### config.mk
export PLATFORM = sky130hd
export DESIGN_NAME = rx_reset_sequencer
export DESIGN_NICKNAME = d
export VERILOG_FILES = /design/src/rtl/rx_reset_sequencer.sv
export SDC_FILE = /design/constraint.sdc
export NUM_CORES = 1
export LEC_CHECK = 0
export CORE_ASPECT_RATIO = 1.25
export CORE_MARGIN = 2
export CORE_UTILIZATION = 65
export CTS_BUF_LIST = sky130_fd_sc_hd__clkbuf_4 sky130_fd_sc_hd__clkbuf_8
export CTS_CLUSTER_DIAMETER = 80
export CTS_CLUSTER_SIZE = 40
export DETAILED_ROUTE_END_ITERATION = 10
export GPL_TIMING_DRIVEN = 0
export PLACE_DENSITY = 0.88
export SLEW_MARGIN = 30
export SYNTH_ARGS = -nofsm -noshare
export SYNTH_HDL_FRONTEND = slang
export SYNTH_SLANG_ARGS = --single-unit
### constraint.sdc
create_clock -name clk -period 6.75 [get_ports clk]
set_input_delay 1.0125 -clock clk [delete_from_list [all_inputs] [get_ports clk]]
set_output_delay 1.0125 -clock clk [all_outputs]
set_load 0.02 [all_outputs]
### src/rtl/rx_reset_sequencer.sv
// Receiver reset controller: arbitrates masked watchdog requests plus a stuck-receiver timeout, shapes receiver_rst.
// Latency: a request sampled at edge N drives receiver_rst high after edge N; counter readouts lag by one cycle.
// No backpressure: requests or timeouts arriving during a reset pulse or its holdoff window are dropped.
module rx_reset_sequencer #(
  parameter int NUM_SRC       = 4,
  parameter int CNT_WIDTH     = 16,
  parameter int TIMEOUT_WIDTH = 20
) (
  input  logic                     clk,
  input  logic                     rst,
  input  logic                     enable,
  input  logic [NUM_SRC-1:0]       src_req,
  input  logic [NUM_SRC-1:0]       src_mask,
  input  logic                     power_trigger,
  input  logic                     rx_progress,
  input  logic [TIMEOUT_WIDTH-1:0] timeout_th,
  input  logic [3:0]               rst_hold_len,
  input  logic [7:0]               holdoff_len,
  input  logic                     cnt_clear,
  input  logic [2:0]               cnt_sel,
  output logic                     receiver_rst,
  output logic [2:0]               rst_cause,
  output logic                     rst_cause_valid,
  output logic                     busy,
  output logic [CNT_WIDTH-1:0]     cnt_out,
  output logic [CNT_WIDTH-1:0]     total_cnt
);

  typedef enum logic [1:0] {
    S_IDLE    = 2'd0,
    S_ASSERT  = 2'd1,
    S_HOLDOFF = 2'd2
  } state_t;

  // Cause index NUM_SRC is the internal timeout; 7 means no cause latched yet.
  localparam logic [2:0] CAUSE_TMO  = 3'(NUM_SRC);
  localparam logic [2:0] CAUSE_NONE = 3'd7;

  state_t                   r_state;
  state_t                   w_state_nxt;
  logic [7:0]               r_left;
  logic [7:0]               w_left_nxt;
  logic [7:0]               w_hold_m1;
  logic [TIMEOUT_WIDTH-1:0] r_tcnt;
  logic                     w_qual;
  logic                     w_tmo_req;
  logic                     w_fire;
  logic                     w_start;
  logic [NUM_SRC-1:0]       w_eff_req;
  logic [2:0]               w_winner;
  logic                     r_rx_rst;
  logic                     r_busy;
  logic                     r_cause_vld;
  logic [2:0]               r_cause;
  logic [CNT_WIDTH-1:0]     r_cnt [NUM_SRC+1];
  logic [CNT_WIDTH-1:0]     r_total;
  logic [CNT_WIDTH-1:0]     r_cnt_out;
  logic [CNT_WIDTH-1:0]     r_total_out;

  // Requests and the timeout only count inside an enabled packet-detect window.
  assign w_qual    = enable & power_trigger;
  assign w_eff_req = w_qual ? (src_req & src_mask) : '0;
  assign w_tmo_req = (timeout_th != '0) && (r_tcnt == timeout_th - TIMEOUT_WIDTH'(1));
  assign w_fire    = (r_state == S_IDLE) && ((|w_eff_req) || (w_qual && w_tmo_req));
  assign w_start   = (r_state == S_IDLE) && (w_state_nxt == S_ASSERT);

  // A programmed hold of 0 still yields a one-cycle pulse; r_left counts remaining cycles minus one.
  assign w_hold_m1 = (rst_hold_len == 4'd0) ? 8'd0 : {4'd0, rst_hold_len - 4'd1};

  // Fixed priority: lowest set request bit wins, the timeout only when no request is present.
  always_comb begin
    w_winner = CAUSE_TMO;
    for (int i = NUM_SRC - 1; i >= 0; i--) begin
      if (w_eff_req[i]) w_winner = 3'(i);
    end
  end

  // Stuck-receiver timer: runs only while idle in the window; any clear condition beats the increment.
  always_ff @(posedge clk) begin
    if (rst) begin
      r_tcnt <= '0;
    end else if (rx_progress || !power_trigger || (r_state != S_IDLE)) begin
      r_tcnt <= '0;
    end else if (enable) begin
      r_tcnt <= r_tcnt + TIMEOUT_WIDTH'(1);
    end
  end

  // Next-state logic: pulse length sampled on ASSERT entry, holdoff length on HOLDOFF entry.
  always_comb begin
    w_state_nxt = r_state;
    w_left_nxt  = r_left;
    case (r_state)
      S_IDLE: begin
        if (w_fire) begin
          w_state_nxt = S_ASSERT;
          w_left_nxt  = w_hold_m1;
        end
      end
      S_ASSERT: begin
        if (r_left == 8'd0) begin
          if (holdoff_len != 8'd0) begin
            w_state_nxt = S_HOLDOFF;
            w_left_nxt  = holdoff_len - 8'd1;
          end else begin
            w_state_nxt = S_IDLE;
          end
        end else begin
          w_left_nxt = r_left - 8'd1;
        end
      end
      S_HOLDOFF: begin
        if (r_left == 8'd0) begin
          w_state_nxt = S_IDLE;
        end else begin
          w_left_nxt = r_left - 8'd1;
        end
      end
      default: begin
        w_state_nxt = S_IDLE;
        w_left_nxt  = 8'd0;
      end
    endcase
    if (!enable) begin
      w_state_nxt = S_IDLE;
      w_left_nxt  = 8'd0;
    end
  end

  // State register and outputs registered from the next state so receiver_rst is glitch-free.
  always_ff @(posedge clk) begin
    if (rst) begin
      r_state     <= S_IDLE;
      r_left      <= 8'd0;
      r_rx_rst    <= 1'b0;
      r_busy      <= 1'b0;
      r_cause_vld <= 1'b0;
      r_cause     <= CAUSE_NONE;
    end else begin
      r_state     <= w_state_nxt;
      r_left      <= w_left_nxt;
      r_rx_rst    <= (w_state_nxt == S_ASSERT);
      r_busy      <= (w_state_nxt != S_IDLE);
      r_cause_vld <= w_start;
      if (w_start) r_cause <= w_winner;
    end
  end

  // Saturating per-cause and total event counters; a clear beats a same-cycle increment.
  always_ff @(posedge clk) begin
    if (rst || cnt_clear) begin
      for (int i = 0; i <= NUM_SRC; i++) r_cnt[i] <= '0;
      r_total <= '0;
    end else if (w_start) begin
      if (r_cnt[w_winner] != '1) r_cnt[w_winner] <= r_cnt[w_winner] + CNT_WIDTH'(1);
      if (r_total != '1) r_total <= r_total + CNT_WIDTH'(1);
    end
  end

  // Registered debug readout; out-of-range selects read as zero.
  always_ff @(posedge clk) begin
    if (rst) begin
      r_cnt_out   <= '0;
      r_total_out <= '0;
    end else begin
      r_cnt_out   <= (cnt_sel <= CAUSE_TMO) ? r_cnt[cnt_sel] : '0;
      r_total_out <= r_total;
    end
  end

  assign receiver_rst    = r_rx_rst;
  assign busy            = r_busy;
  assign rst_cause_valid = r_cause_vld;
  assign rst_cause       = r_cause;
  assign cnt_out         = r_cnt_out;
  assign total_cnt       = r_total_out;

endmodule

# Word level (Yosys, flattened, before mapping)
# Memories as Yosys holds them, arrays and structs flattened. A register that Yosys moved wholly into a read port is not among the register bits.
# Cells that the tools add are included.
# Widths: inputs -> output; s select.
[totals] register_bits=68 mem_bits_ro=0 output_inout_bits=38 elab_cells=80 ramBits=80 memories=1 latch_bits=0 inputBits=49
[mem_list] name="r_cnt" words=5 width=16 rd=2 rd_clocked_by_memory_dff=1 write_ports=5 line="55" text="logic [CNT_WIDTH-1:0] r_cnt [NUM_SRC+1];"
[classes] muxes=26 reduce_logical=23 magnitude_cmp=1 div_mod_pow=0 bitwise=4 n_eq_ne=9 multipliers=0 n_addsub=7 shift=0
[op_table] op="$add 16x1->16 const B" n=2
[op_table] op="$mux 8" n=4
[op_table] op="$ne 16x16->1 const B" n=2
[op_table] op="$pmux 8 s3" n=1
[op_table] op="$add 20x1->20 const B" n=1
[op_table] op="$eq 20x20->1" n=1
[op_table] op="$reduce_bool 20->1" n=1
[op_table] op="$sub 20x1->20 const B" n=1
[op_table] op="$mux 16" n=1
[op_table] op="$reduce_or 16->1" n=1
[op_table] op="$sub 8x1->8 const B" n=2
[op_table] op="$mux 3" n=5
[op_table] op="$mux 2" n=5
[op_table] op="$logic_not 8->1" n=1
[op_table] op="$mux 4" n=2
[op_table] op="$reduce_bool 8->1" n=1
[op_table] op="$mux 1" n=7
[op_table] op="$pmux 2 s3" n=1
[op_table] op="$reduce_or 2->1" n=3
[op_table] op="$and 4x4->4" n=1
[op_table] op="$eq 2x1->1 const B" n=2
[op_table] op="$logic_and 1x1->1" n=4
[op_table] op="$logic_not 4->1" n=1
[op_table] op="$logic_or 1x1->1" n=4
[op_table] op="other kinds (13)" n=16

# Longest topological paths before layout
# Gate-level depths: netlist (run 1).
[depth] word_depth=16 mapped_depth=15 depth_no_buf=11

# Worst setup path after synthesis (run 1)
# Ideal clock, no wire load.
[synth_timing] path_kind="input to register" start="input port enable" end="memory r_cnt[4][0] (enable)" t_arrival_ps=4507 setup_slack_ps=1870 setup_time_ps=373 path_stages=15 n_path_buf=5 cell_sequence="clkbuf_1 and2_0 clkbuf_1 buf_1 nand4_1 nand2_1 o22a_1 ha_1 nor4b_1 nand4b_1 o211ai_2 nand2b_1 clkbuf_1 clkbuf_1 nand2_1"
[synth_rtl] element="start: declaration" line="11" text="input logic enable,"
[synth_rtl] element="end: declaration" line="55"

==> run summary, run 1 <==
The buffer count from post-CTS setup fixing came out at 0. For this run, the slowest stage of the critical path takes 580 ps. The total routing resource utilization after global routing is 0.301. The async set-reset flop share out of synthesis came out at 0. Buffers inserted to repair hold after CTS numbered 0. The mean post-synth cell area came out at 10.9 sq um. The signed area change from the synthesized netlist to the final layout came out at 15.1%. The maximum operating frequency is between 150 and 200 MHz. The maximum VDD drop came out at 0.252 mV. The clock transition at the registers of the reported paths came out at 190 ps. The number of primary I/O pins came out at 87. The number of inserted diodes came out at 0. The most used flip-flop cell after synthesis is edfxtp_1. The worst setup path is of the primary input to flip-flop kind. The cell with the largest stage delay on the worst path is clkdlybuf4s50_1. The final weighted congestion in routability-driven placement is 0.949. The via count of the first global-routing pass is approximately 8300. The final count of pins violating max slew came out at 0. The HPWL after detailed placement is 18.8 mm. The run finished with clean final reports. The setup skew after layout is 50.3 ps.

After detailed routing, the number of remaining DRC violations is 0. The maximum clock path buffer count is 3. Synthesis instantiated 73 different standard cells from the library. The total vias in the final route came out at 8382. Of the total synthesized cell area, the portion taken by AND, OR, NAND and NOR gates is 0.183. The critical path goes through clkdlybuf4s50_1 > clkbuf_1 > and2_0 > clkbuf_1 > buf_1 > nand4_1 > nand2_1 > o22a_1 > ha_1 > nor4b_2 > nand4b_1 > o211ai_2 > or2_1 > clkbuf_1 > clkbuf_1 > nand2_2. The final layout contains routed wiring with a total length of 26.1 mm. In this run, synthesis inferred ~130 flip-flops with an integrated enable.

The die is about 150 microns tall. The type of origin of the critical path is a primary input. The adder-cell share of the synthesized area is 0.00838. The final-report setup violation count is 0.

The ratio of routed vias to standard cells came out at 6.36. The clock net sink count came out at 212. The detailed router's first-iteration violation count is 1221.

The data arrival time of the worst path came out at around 6700 ps. The critical path required time came out at 6890 ps. The total congestion overflow after global routing is 0.

The netlist area before placement is 10400 sq um. The die outline area came out at ~17000 sq um. The total cell area at the placement stage is 11700 sq um.

The die width came out at around 120 microns. The number of standard cells after synthesis came out at 959. The first global-routing pass estimated 41.4 mm of wire. The power per cell area is 204 nW/um^2. The clock tree from TritonCTS is yes. The port buffer count is 82. The transition at the pin with the smallest max-transition slack is roughly 1000 ps. The average detailed-routed wire length per instance is between 15 and 20 microns. The cell that appears most often on the critical path is clkbuf_1. The initial antenna violation count was 0. After floorplanning, the core was divided into 51 placement rows. The main combinational cell family by area after synthesis is simple AND/OR/NAND/NOR gates. The pre-antenna-repair detailed-routing pass consisted of 6 iterations.

Measured against the total synthesized area, the mux share comes to 0.0930. The worst max-slew margin expressed relative to the limit came out at 0.302. The largest net degree at the start of global routing is 41. STA classifies the critical path endpoint as a flip-flop.

The number of warning messages in the yosys log is 0. The depth of the CTS H-tree is 1. In the layout the commonest cells are 146 x nor2_1, 128 x edfxtp_1, 84 x dfxtp_1. The final-layout fill cell count is 1048.

The share of the Yosys chip area taken by registers is 0.529. Once detail routing completed, the nets flagged for antenna violations numbered 0. Setup repair after global routing left no endpoint under its margin.

The library cell used most frequently in the layout, excluding fill and tap cells, is nor2_1. The kind of path behind the tightest hold check is flip-flop to flip-flop. The setup slack on the worst flop-to-flop path is 2600 ps. The total clock buffers created by CTS came out at 10. The clock latency on the worst-skew pair came out at 540 ps. The share of the synthesized area in compound gates (AO/OA/AOI/OAI) was 0.101. The worst hold slack after final layout is 513 ps. The max-cap violation count came out at 0. The floorplan core area is 15600 sq um. Of the total synthesized cell area, the portion taken by XOR and XNOR cells is 0.0562. The final number of hold-violating endpoints came to 0. The share of layout cells above drive strength 1 came out at 0.0796. The clock tree root buffer cell is clkbuf_8.

The leakage power of the design is 4.36 nW. The maximum fanout count along the critical path is 16. The time the final worst path needs with I/O delays and setup is 6570 ps. Summing all non-filler instances in the final layout gives an area of 12000 sq um. The net count reported at finish came out at 1157.

Synthesis inferred 212 register bits. The final cycle utilization of the critical path is 0.973. The effective utilization at floorplan came out at 0.668.
kinds of logic after synthesis:
family	Yosys count
muxes	57
other	1
xor gates and xnor gates	67
adders and majority gates	7
buffers and inverters	77
and+or+nand+nor	382
AOI/OAI and AO/OA	156
DFF	212
state kept, by name (all words and copies together), names as in the netlist, 2 cells and up:
register and cells:
r_cnt 128, r_tcnt 20, cnt_out 16, r_total 16, total_cnt 16, r_left 8, rst_cause 3, r_state 2
metal layers:
layer	track usage	wire length [microns]
met5	0	0
met4	0.119	1070
met3	0.0408	2300
met2	0.531	13200
met1	0.378	9540
worst max-delay path, delay by kind of cell:
kind,cells,cell delay [ps]
AOI/OAI and AO/OA,2,470
adders and majority gates,1,250
buffers and inverters,6,2880
and+or+nand+nor,7,2080
cell usage after synthesis, types with 15 or more instances:
cell / count / share of area
o21ai_0: 25 / 0.012
xnor2_1: 34 / 0.029
nor2_1: 146 / 0.052
xor2_1: 33 / 0.028
nand3_1: 19 / 0.0091
nor2b_1: 18 / 0.011
mux2i_1: 24 / 0.023
dfxtp_1: 84 / 0.16
nor3_1: 19 / 0.0091
or3_1: 21 / 0.013
mux4_2: 32 / 0.069
a21oi_1: 38 / 0.018
edfxtp_1: 128 / 0.37
nand2_1: 58 / 0.021
clkbuf_1: 34 / 0.012
nor4_1: 15 / 0.0090
inv_1: 32 / 0.011
per-stage QoR:
step	instances	TNS (ps)	worst slack, ps	util	total power [mW]
finish	1317	0	180	0.769	2.46
detailed placement	1300	-19460	-534	0.750	1.80
CTS	1316	0	32.3	0.768	2.45
floorplan	1006	0	1870	-	1.68
global placement	1300	-38330	-802	0.749	1.79
global route	1317	0	48.2	0.769	2.53
layout make-up:
class | instances | area, sq um | share of cell area
buffer | 45 | 194 | 0.0161
clock buffer | 11 | 151 | 0.0126
clock inverter | 5 | 130 | 0.0108
inverter | 32 | 120 | 0.00999
multi-input combinational | 717 | 4810 | 0.400
sequential | 212 | 5530 | 0.460
tap | 212 | 265 | 0.0221
timing repair buffer | 83 | 826 | 0.0687
report_power, final:
group	internal (mW)	switching [mW]
Sequential	1.43	0.0245
Combinational	0.130	0.198
Clock	0.253	0.418
Total	1.82	0.641
final timing paths:
kind / startpoint / endpoint / depth (start not counted)
setup / recovery: enable / r_cnt[1][2]$_SDFFCE_PN0P_ / 16
hold reg to reg: r_left[1]$_SDFFE_PP0P_ / r_left[1]$_SDFFE_PP0P_ / 2
hold / removal: r_left[1]$_SDFFE_PP0P_ / r_left[1]$_SDFFE_PP0P_ / 2
setup reg to reg: r_cnt[3][0]$_SDFFCE_PN0P_ / r_cnt[1][2]$_SDFFCE_PN0P_ / 11
repair_timing:
| action | in CTS | in global routing |
|---|---|---|
| endpoints found under the setup margin | 3 | 48 |
| gates resized for setup | 1 | 6 |
| endpoints found under the hold margin | 0 | 0 |
| pin swaps | 0 | 0 |
Power figures use the tool's default switching activity.
==> run 2: changes to the inputs <==
SETUP_SLACK_MARGIN = 0.02   (was unset)
==> results of run 2 <==
Final layout, timing and power as in run 1 (identical DEF).
